### src/rtl/vga_pkg.sv
// Shared types for the VGA test-pattern generator: pattern modes and the colour-bar palette.
package vga_pkg;

   typedef enum logic [2:0] {
      SOLID = 3'd0,
      QUAD  = 3'd1,
      BARS  = 3'd2,
      CHECK = 3'd3,
      MBAR  = 3'd4
   } tpg_mode_t;

   // One bit per channel; a set bit expands to full scale at the output width.
   typedef struct packed {
      logic r;
      logic g;
      logic b;
   } rgb_t;

   localparam rgb_t BAR_PALETTE [8] = '{
      '{1'b1, 1'b1, 1'b1},
      '{1'b1, 1'b1, 1'b0},
      '{1'b0, 1'b1, 1'b1},
      '{1'b0, 1'b1, 1'b0},
      '{1'b1, 1'b0, 1'b1},
      '{1'b1, 1'b0, 1'b0},
      '{1'b0, 1'b0, 1'b1},
      '{1'b0, 1'b0, 1'b0}
   };

endpackage

### src/rtl/tpg_frame_timer.sv
// Per-frame state for the pattern generator: end-of-frame detect, latched mode,
// completed-frame counter and moving-bar position.
module tpg_frame_timer
   import vga_pkg::*;
#(
   parameter int COL_W    = 10,
   parameter int ROW_W    = 9,
   parameter int H_ACTIVE = 640,
   parameter int V_ACTIVE = 480,
   parameter int BAR_STEP = 4
) (
   input  logic             clk,
   input  logic             reset_n,
   input  logic [ROW_W-1:0] row,
   input  logic [COL_W-1:0] col,
   input  logic             blank,
   input  logic [2:0]       mode,
   output tpg_mode_t        mode_q,
   output logic [15:0]      frame_cnt_q,
   output logic [COL_W-1:0] bar_x_q
);

   logic             eof;
   logic [COL_W:0]   bar_sum;
   tpg_mode_t        mode_d;
   logic [15:0]      frame_cnt_d;
   logic [COL_W-1:0] bar_x_d;

   // The bar sum is one bit wider than bar_x so the wrap test cannot overflow.
   always_comb begin
      eof         = !blank && (row == ROW_W'(V_ACTIVE - 1)) && (col == COL_W'(H_ACTIVE - 1));
      bar_sum     = {1'b0, bar_x_q} + (COL_W + 1)'(BAR_STEP);
      mode_d      = mode_q;
      frame_cnt_d = frame_cnt_q;
      bar_x_d     = bar_x_q;
      if (eof) begin
         mode_d      = tpg_mode_t'(mode);
         frame_cnt_d = frame_cnt_q + 16'd1;
         bar_x_d     = (bar_sum >= (COL_W + 1)'(H_ACTIVE)) ? '0 : bar_sum[COL_W-1:0];
      end
   end

   always_ff @(posedge clk or negedge reset_n) begin
      if (!reset_n) begin
         mode_q      <= SOLID;
         frame_cnt_q <= '0;
         bar_x_q     <= '0;
      end else begin
         mode_q      <= mode_d;
         frame_cnt_q <= frame_cnt_d;
         bar_x_q     <= bar_x_d;
      end
   end

endmodule

### src/rtl/vga_pattern_gen.sv
// Mode-selectable VGA test-pattern generator with one-cycle registered outputs.
// Define VGA_TPG_BORDER_EN to overlay a 1-pixel white border on the active area.
module vga_pattern_gen
   import vga_pkg::*;
#(
   parameter int COLOR_W  = 4,
   parameter int COL_W    = 10,
   parameter int ROW_W    = 9,
   parameter int H_ACTIVE = 640,
   parameter int V_ACTIVE = 480,
   parameter int CHK_LOG2 = 5,
   parameter int BAR_W    = 32,
   parameter int BAR_STEP = 4
) (
   input  logic                 clk,
   input  logic                 reset_n,
   input  logic [ROW_W-1:0]     row,
   input  logic [COL_W-1:0]     col,
   input  logic                 blank,
   input  logic                 hs_in,
   input  logic                 vs_in,
   input  logic [2:0]           mode,
   input  logic [3*COLOR_W-1:0] fg_color,
   output logic [COLOR_W-1:0]   vga_r,
   output logic [COLOR_W-1:0]   vga_g,
   output logic [COLOR_W-1:0]   vga_b,
   output logic                 hs_out,
   output logic                 vs_out,
   output logic                 blank_out,
   output logic [15:0]          frame_cnt
);

   localparam int BAR_PIX = H_ACTIVE / 8;
   localparam logic [COLOR_W-1:0] FULL = '1;
   localparam logic [COLOR_W-1:0] NONE = '0;

   tpg_mode_t            mode_q;
   logic [COL_W-1:0]     bar_x;
   logic [2:0]           bar_sel;
   rgb_t                 bar_color;
   logic [COL_W:0]       bar_end;
   logic [3*COLOR_W-1:0] pix;
   logic [3*COLOR_W-1:0] rgb_d, rgb_q;
   logic                 hs_q, vs_q, blank_q;

   tpg_frame_timer #(
      .COL_W    (COL_W),
      .ROW_W    (ROW_W),
      .H_ACTIVE (H_ACTIVE),
      .V_ACTIVE (V_ACTIVE),
      .BAR_STEP (BAR_STEP)
   ) u_timer (
      .clk         (clk),
      .reset_n     (reset_n),
      .row         (row),
      .col         (col),
      .blank       (blank),
      .mode        (mode),
      .mode_q      (mode_q),
      .frame_cnt_q (frame_cnt),
      .bar_x_q     (bar_x)
   );

   // Pattern select uses the frame-latched mode so a frame never mixes two patterns.
   always_comb begin
      bar_sel   = 3'(col / COL_W'(BAR_PIX));
      bar_color = BAR_PALETTE[bar_sel];
      bar_end   = {1'b0, bar_x} + (COL_W + 1)'(BAR_W);
      case (mode_q)
         SOLID:   pix = fg_color;
         QUAD:    pix = ((row < ROW_W'(V_ACTIVE / 2)) == (col < COL_W'(H_ACTIVE / 2)))
                        ? {FULL, NONE, NONE} : {NONE, NONE, FULL};
         BARS:    pix = {{COLOR_W{bar_color.r}}, {COLOR_W{bar_color.g}}, {COLOR_W{bar_color.b}}};
         CHECK:   pix = (col[CHK_LOG2] ^ row[CHK_LOG2]) ? '1 : '0;
         MBAR:    pix = ((col >= bar_x) && ({1'b0, col} < bar_end)) ? '1 : '0;
         default: pix = '0;
      endcase
`ifdef VGA_TPG_BORDER_EN
      if ((col == '0) || (col == COL_W'(H_ACTIVE - 1)) ||
          (row == '0) || (row == ROW_W'(V_ACTIVE - 1))) begin
         pix = '1;
      end
`endif
      rgb_d = blank ? '0 : pix;
   end

   always_ff @(posedge clk or negedge reset_n) begin
      if (!reset_n) begin
         rgb_q   <= '0;
         hs_q    <= 1'b1;
         vs_q    <= 1'b1;
         blank_q <= 1'b1;
      end else begin
         rgb_q   <= rgb_d;
         hs_q    <= hs_in;
         vs_q    <= vs_in;
         blank_q <= blank;
      end
   end

   assign vga_r     = rgb_q[3*COLOR_W-1 -: COLOR_W];
   assign vga_g     = rgb_q[2*COLOR_W-1 -: COLOR_W];
   assign vga_b     = rgb_q[COLOR_W-1   -: COLOR_W];
   assign hs_out    = hs_q;
   assign vs_out    = vs_q;
   assign blank_out = blank_q;

endmodule
### config.mk
export PLATFORM = sky130hd
export DESIGN_NAME = vga_pattern_gen
export DESIGN_NICKNAME = d
export VERILOG_FILES = /design/src/rtl/vga_pkg.sv /design/src/rtl/tpg_frame_timer.sv /design/src/rtl/vga_pattern_gen.sv
export SDC_FILE = /design/constraint.sdc
export NUM_CORES = 1
export LEC_CHECK = 0
export ABC_AREA = 1
export CAP_MARGIN = 20
export CORE_AREA = 2 2 93 95
export DETAILED_ROUTE_END_ITERATION = 7
export DIE_AREA = 0 0 95 97
export PLACE_DENSITY = 0.68
export SLEW_MARGIN = 20
export SYNTH_ARGS = -nofsm -noshare
export SYNTH_HDL_FRONTEND = slang
export SYNTH_SLANG_ARGS = --single-unit
export TNS_END_PERCENT = 5
### constraint.sdc
create_clock -name clk -period 2.75 [get_ports clk]
set_clock_uncertainty 0.1 [all_clocks]
set_input_delay 0.55 -clock clk [delete_from_list [all_inputs] [get_ports clk]]
set_output_delay 0.55 -clock clk [all_outputs]
set_load 0.05 [all_outputs]
Yosys cells after proc, flatten, opt, wreduce, memory -nomap -nowiden
Memories as Yosys holds them, arrays and structs flattened. Index checks and enable logic that the tools add are counted.

Register bits: 44. ROM bits: 24. Logic and storage cells: 40. Memories: 1.

Memories: (name not given) (depth 8, width 3, read ports 1, clocked after Yosys merged registers in 0, write ports 0, line vga_pattern_gen.sv:67) `bar_color = BAR_PALETTE[bar_sel];`.

Equality and inequality tests: 7. Add/subtract/negate cells: 3. Bitwise logic cells: 2. Muxes and demuxes: 8. Div/mod/pow operators: 1. Reduce and logical (&&, ||, !) cells: 5. $lt $le $gt $ge: 6.

Operators by type and width (number): case mux 12 bit (5 select lines) (1); two-way mux 12 bit (4); adder 16 x 1 -> 16 bit (second input constant) (1); adder 10 x 3 -> 11 bit (second input constant) (1); adder 10 x 6 -> 11 bit (second input constant) (1); >= comparator 11 x 10 -> 1 bit (second input constant) (1); < comparator 10 x 11 -> 1 bit (1); divider 10 x 7 -> 10 bit (second input constant) (1); equality test 10 bit (second input constant) (1); >= comparator 10 bit (1); < comparator 10 x 9 -> 1 bit (second input constant) (1); two-way mux 10 bit (1); equality test 9 bit (second input constant) (1); < comparator 9 x 8 -> 1 bit (second input constant) (1); equality test 3 x 2 -> 1 bit (second input constant) (2); two-way mux 3 bit (2); >= comparator 4 bit (second input constant) (1); inverter 3 -> 4 bit (1); equality test 3 x 1 -> 1 bit (second input constant) (1); equality test 3 bit (second input constant) (1); logical AND 1 bit (3); logical NOT 3 bit (1); equality test 1 bit (1); logical NOT 1 bit (1); XOR 1 bit (1).

Depth between registers and ports, before layout
Depth after elaboration: 7. Gate-level depth with buffers: 14. Depth with buffers taken out: 14.

Hierarchy
A second synthesis with hierarchy kept.

Cell total of the unflattened synthesis: 448. Area total of the unflattened synthesis: 3156.8 sq um.

By module, submodules not included: tpg_frame_timer (instances 1, seq. area each 675.6 sq um, cells each 229, area each 1671.6 sq um); vga_pattern_gen (instances 1, seq. area each 379.1 sq um, cells each 219, area each 1485.2 sq um).

Worst setup path before layout
Ideal clock, no wire load.

Path type: flip-flop to flip-flop. From: register u_timer.bar_x_q[7]. To: register rgb_q[10]. Path buffers: 1. Cell stages (with the launch flop): 14. Required time: 2.520 ns. Setup slack: 0.677 ns. Data arrival time: 1.843 ns. Cell sequence: dfrtp_1 buf_4 nand2_1 nor2_1 xor2_1 ha_1 nand2_1 nand3b_1 nor2_1 nand2_1 nand3_1 nand2_1 nor2_1 a21oi_1.

Word-level cells in the longest chain between the ends: 6. Elaborated cells between the ends (all ways): 7.

Ends and longest elaborated chain: from (decl) (line tpg_frame_timer.sv:20) `output logic [COL_W-1:0] bar_x_q`; from (signal assigned) (line tpg_frame_timer.sv:51) `bar_x_q <= bar_x_d;`; adder 10 x 6 -> 11 bit (line vga_pattern_gen.sv:68) `bar_end = {1'b0, bar_x} + (COL_W + 1)'(BAR_W);`; < comparator 10 x 11 -> 1 bit (line vga_pattern_gen.sv:75) `MBAR: pix = ((col >= bar_x) && ({1'b0, col} < bar_end)) ? '1 : '0;`; logical AND 1 bit (*) (line vga_pattern_gen.sv:75); two-way mux 12 bit (*) (line vga_pattern_gen.sv:75); case mux 12 bit (5 select lines) (*) (line vga_pattern_gen.sv:69) `case (mode_q)`; two-way mux 12 bit (*) (line vga_pattern_gen.sv:84) `rgb_d = blank ? '0 : pix;`; net rgb_d[10] (line vga_pattern_gen.sv:43) `logic [3*COLOR_W-1:0] rgb_d, rgb_q;`; to (signal assigned) (line vga_pattern_gen.sv:94) `rgb_q <= rgb_d;`; to (decl) (line vga_pattern_gen.sv:43).

Mark *: on every way through the listed nets, which the timed path passes. The rest lies on a longest branch. A chain may end at the register's enable or synchronous reset.

Worst setup path in the final report
From: input col[6]. To: register rgb_q[10].

Word-level cells in the longest chain between the ends: 7. Elaborated cells between the ends (all ways): 14.

Ends and longest elaborated chain: from (decl) (line vga_pattern_gen.sv:18) `input logic [COL_W-1:0] col,`; divider 10 x 7 -> 10 bit (line vga_pattern_gen.sv:66) `bar_sel = 3'(col / COL_W'(BAR_PIX));`; inverter 3 -> 4 bit (implied by the code) (line vga_pattern_gen.sv:67); memory read (8 x 3 bit); two-way mux 3 bit (implied by the code) (2 in series) (line vga_pattern_gen.sv:67); case mux 12 bit (5 select lines) (*) (line vga_pattern_gen.sv:69); two-way mux 12 bit (*) (line vga_pattern_gen.sv:84); net rgb_d[10] (line vga_pattern_gen.sv:43).

Mark *: on every way through the listed nets, which the timed path passes. The rest lies on a longest branch. The select of a mux whose other input is x is not followed.

==> results.md <==
- VDD IR max: 0.254 mV
- GRT Overall Usage: 16.3%
- Seq cells post-synth: 42
- CTS buffer count: 5
- Final hold vios: 0
- Root Buffer: clkbuf_8
- Cells on worst reg2reg path: 12
- Synthesized area: 2830 µm²
- PostCTS Resize Cnt: 0
- Detailed Route WL: 7.02 mm
- DR vias/cell: 4.71
- Share of cells above drive strength 1: 7.08%
- Initial antenna violation count: 0
- Clk Latency, worst-skew pair: 0.29 ns
- Vias in the first global route: 2689
- First-pass GRT wire length: 12.2 mm
- Most Crowded Layer GR: met2
- FF-to-FF Start: u_timer.bar_x_q[7]
- Layout Area Growth over Synthesis: 33.8%
- Crit. End Element: flop
- Clock power frac: 38.5%
- Die Wd: 95 µm
- Critical path type: in -> reg
- Boundary Pins: 70
- Row count: 33
- Most common cell after layout, fill and taps aside: nand2_1
- Outcome: finished, final reports clean
- Dpl hpwl: 5.63 mm
- Placer Congestion: 0.915
- Fin. max-slew vios: 0
- Max Cap Violations: 0
- Fillers: 804
- Slew @ Worst Pin: 0.908 ns
- Crit path max fanout: 9
- Number of port buffers: 69
- Reg2reg end: rgb_q[10]
- Peak Freq: 0.410 GHz
- Die H: 97 µm
- Drt wl/cell: 12.3 µm
- Number of H-tree levels: 2
- Number of setup buffers added after CTS: 0
- Initial Utilization: 34.8%
- Die area: 9220 µm²
- Clock buffer depth: 2
- Design Power: 1.28 mW
- Hold buffers post-CTS: 0
- Worst rel slew slack: 39.5%
- Core Footprint: 8130 µm²
- Power per cell area: 337 nW/µm²
- RSZ-0062 raised after global routing: no
- CTS sink count: 42
- Synth cell types: 35
- Flop pwr share: 48.7%
- Pre-antenna DRT Iters: 4
- Leakage power: 1.81 nW
- # DRC: 0
- Worst Setup EP: rgb_q[10]
- Comb pwr share: 12.8%
- Antenna Cells: 0
- Total Neg Setup Slack: 0 ns
- Post-route clock period utilization: 88.7%
- GR Layer Usage met1: 20.5%
- Sequential area share after synthesis: 37.3%
- Hold crit path type: in -> async
- Synthesized instance count: 387
- # nets final: 520
- CTS tree: yes
- Pint: 972 µW
- Sw frac: 23.9%
- First-iteration detailed-routing DRC count: 198
- Beginning of the critical path: col[6]
- ANT nets after route: 0
- Pin count of the biggest net entering global routing: 43
- Worst-path clk slew: 0.08 ns
- CP Data Arrival Time: 2.51 ns
- CP required: 2.82 ns
- Vias after detailed routing: 2689
- Most frequent cells in the layout: 101 x nand2_1, 68 x clkdlybuf4s50_1, 64 x nor2_1
- Final Critical Period: 2.44 ns
- R2R setup slack: 0.46 ns
- Yosys Warn Count: 0
- Gr ovfl total: 0
- Crit path launch type: primary input
- Net switching power: 305 µW
- Routing usage on met3: 3.27%
- Final setup vio count: 0
- Met2 GRT Util: 27.4%
- Syn avg cell area: 7.32 µm²
- Post-Syn Nets: 442
## cell type report
class	count	area, µm²	share of cell area, %
clock inverter	3	43.8	1.16
timing repair buffer	75	743	19.6
tap	105	131	3.47
sequential	42	1050	27.8
inverter	50	190	5.02
clock buffer	5	68.8	1.82
multi-input combinational	291	1560	41.1
## sequential cells by signal (all words and copies together) (netlist names)
name and flops:
u_timer.mode_q 3, vs_out 1, u_timer.bar_x_q 8, hs_out 1, blank_out 1, u_timer.frame_cnt_q 16, rgb_q 12
## power groups by stage
stage	Combinational [mW]	Sequential [mW]	Clock (mW)
2_1_floorplan	0.0572	0.643	0
3_3_place_gp	0.161	0.634	0
3_5_place_dp	0.164	0.634	0
4_1_cts	0.165	0.621	0.509
5_1_grt	0.182	0.622	0.540
6_report	0.163	0.621	0.492
## metrics by stage
stage | setup WS [ns] | util, % | cell area (µm²) | hold WS [ns] | std cells
after floorplan | 0.677 | - | 2830 | 0.154 | 387
after global placement | 0.129 | 45.2 | 3680 | 0.406 | 563
after detailed placement | 0.00921 | 45.2 | 3680 | 0.407 | 563
after CTS | 0.322 | 46.6 | 3790 | 0.319 | 571
after global routing | 0.0774 | 46.6 | 3790 | 0.354 | 571
final | 0.311 | 46.6 | 3790 | 0.283 | 571
## layer usage
layer	share of wire, %	up-vias
li1	-	1387
met1	44	1220
met2	48	67
met3	5.7	15
met4	2.5	0
met5	0	-
## how the worst min path moves through the flow
stage | cells past startpoint | from | endpoint
finish | 1 | reset_n | rgb_q[2]
global route | 1 | reset_n | rgb_q[2]
CTS | 1 | reset_n | u_timer.frame_cnt_q[8]
detailed placement | 1 | u_timer.frame_cnt_q[2] | u_timer.frame_cnt_q[2]
global placement | 1 | u_timer.frame_cnt_q[8] | u_timer.frame_cnt_q[8]
floorplan | 0 | reset_n | rgb_q[0]
## cell usage after synthesis, drive strengths merged
| library cell | count | area, µm² |
|---|---|---|
| inv | 50 | 190 |
| xnor2 | 8 | 70.1 |
| or2 | 2 | 15.0 |
| buf | 4 | 28.8 |
| nand4 | 9 | 56.3 |
| nand3 | 26 | 135 |
| o211ai | 1 | 7.51 |
| nor2 | 65 | 246 |
| nor3 | 6 | 51.3 |
| a21o | 2 | 15.0 |
| nor3b | 1 | 7.51 |
| o21ai | 12 | 60.1 |
| dfstp | 3 | 78.8 |
| dfrtp | 39 | 976 |
| nand2 | 103 | 397 |
| a21oi | 14 | 70.1 |
| o31ai | 2 | 20.0 |
| ha | 16 | 200 |
| nand3b | 3 | 22.5 |
| xor2 | 15 | 131 |
| nor4 | 6 | 52.6 |
## cell families after synthesis
group	after synthesis	synth area share (%)
AO/OA/AOI/OAI	31	6.10
AND/OR/NAND/NOR	221	34.7
adder cells (fa/ha/maj)	16	7.07
buffers and inverters	54	7.73
XOR/XNOR	23	7.11
flip-flops	42	37.3
## worst max-delay path, cell delays in order
cell,delay (ns)
clkdlybuf4s50_1,0.57
ha_1,0.39
inv_1,0.04
nor2_1,0.13
a21oi_1,0.10
nor2_1,0.11
nor2_1,0.05
nand3_1,0.16
nand2_1,0.08
nor2_1,0.23
a21oi_1,0.10
No activity file was read; power rests on OpenSTA's default activity.
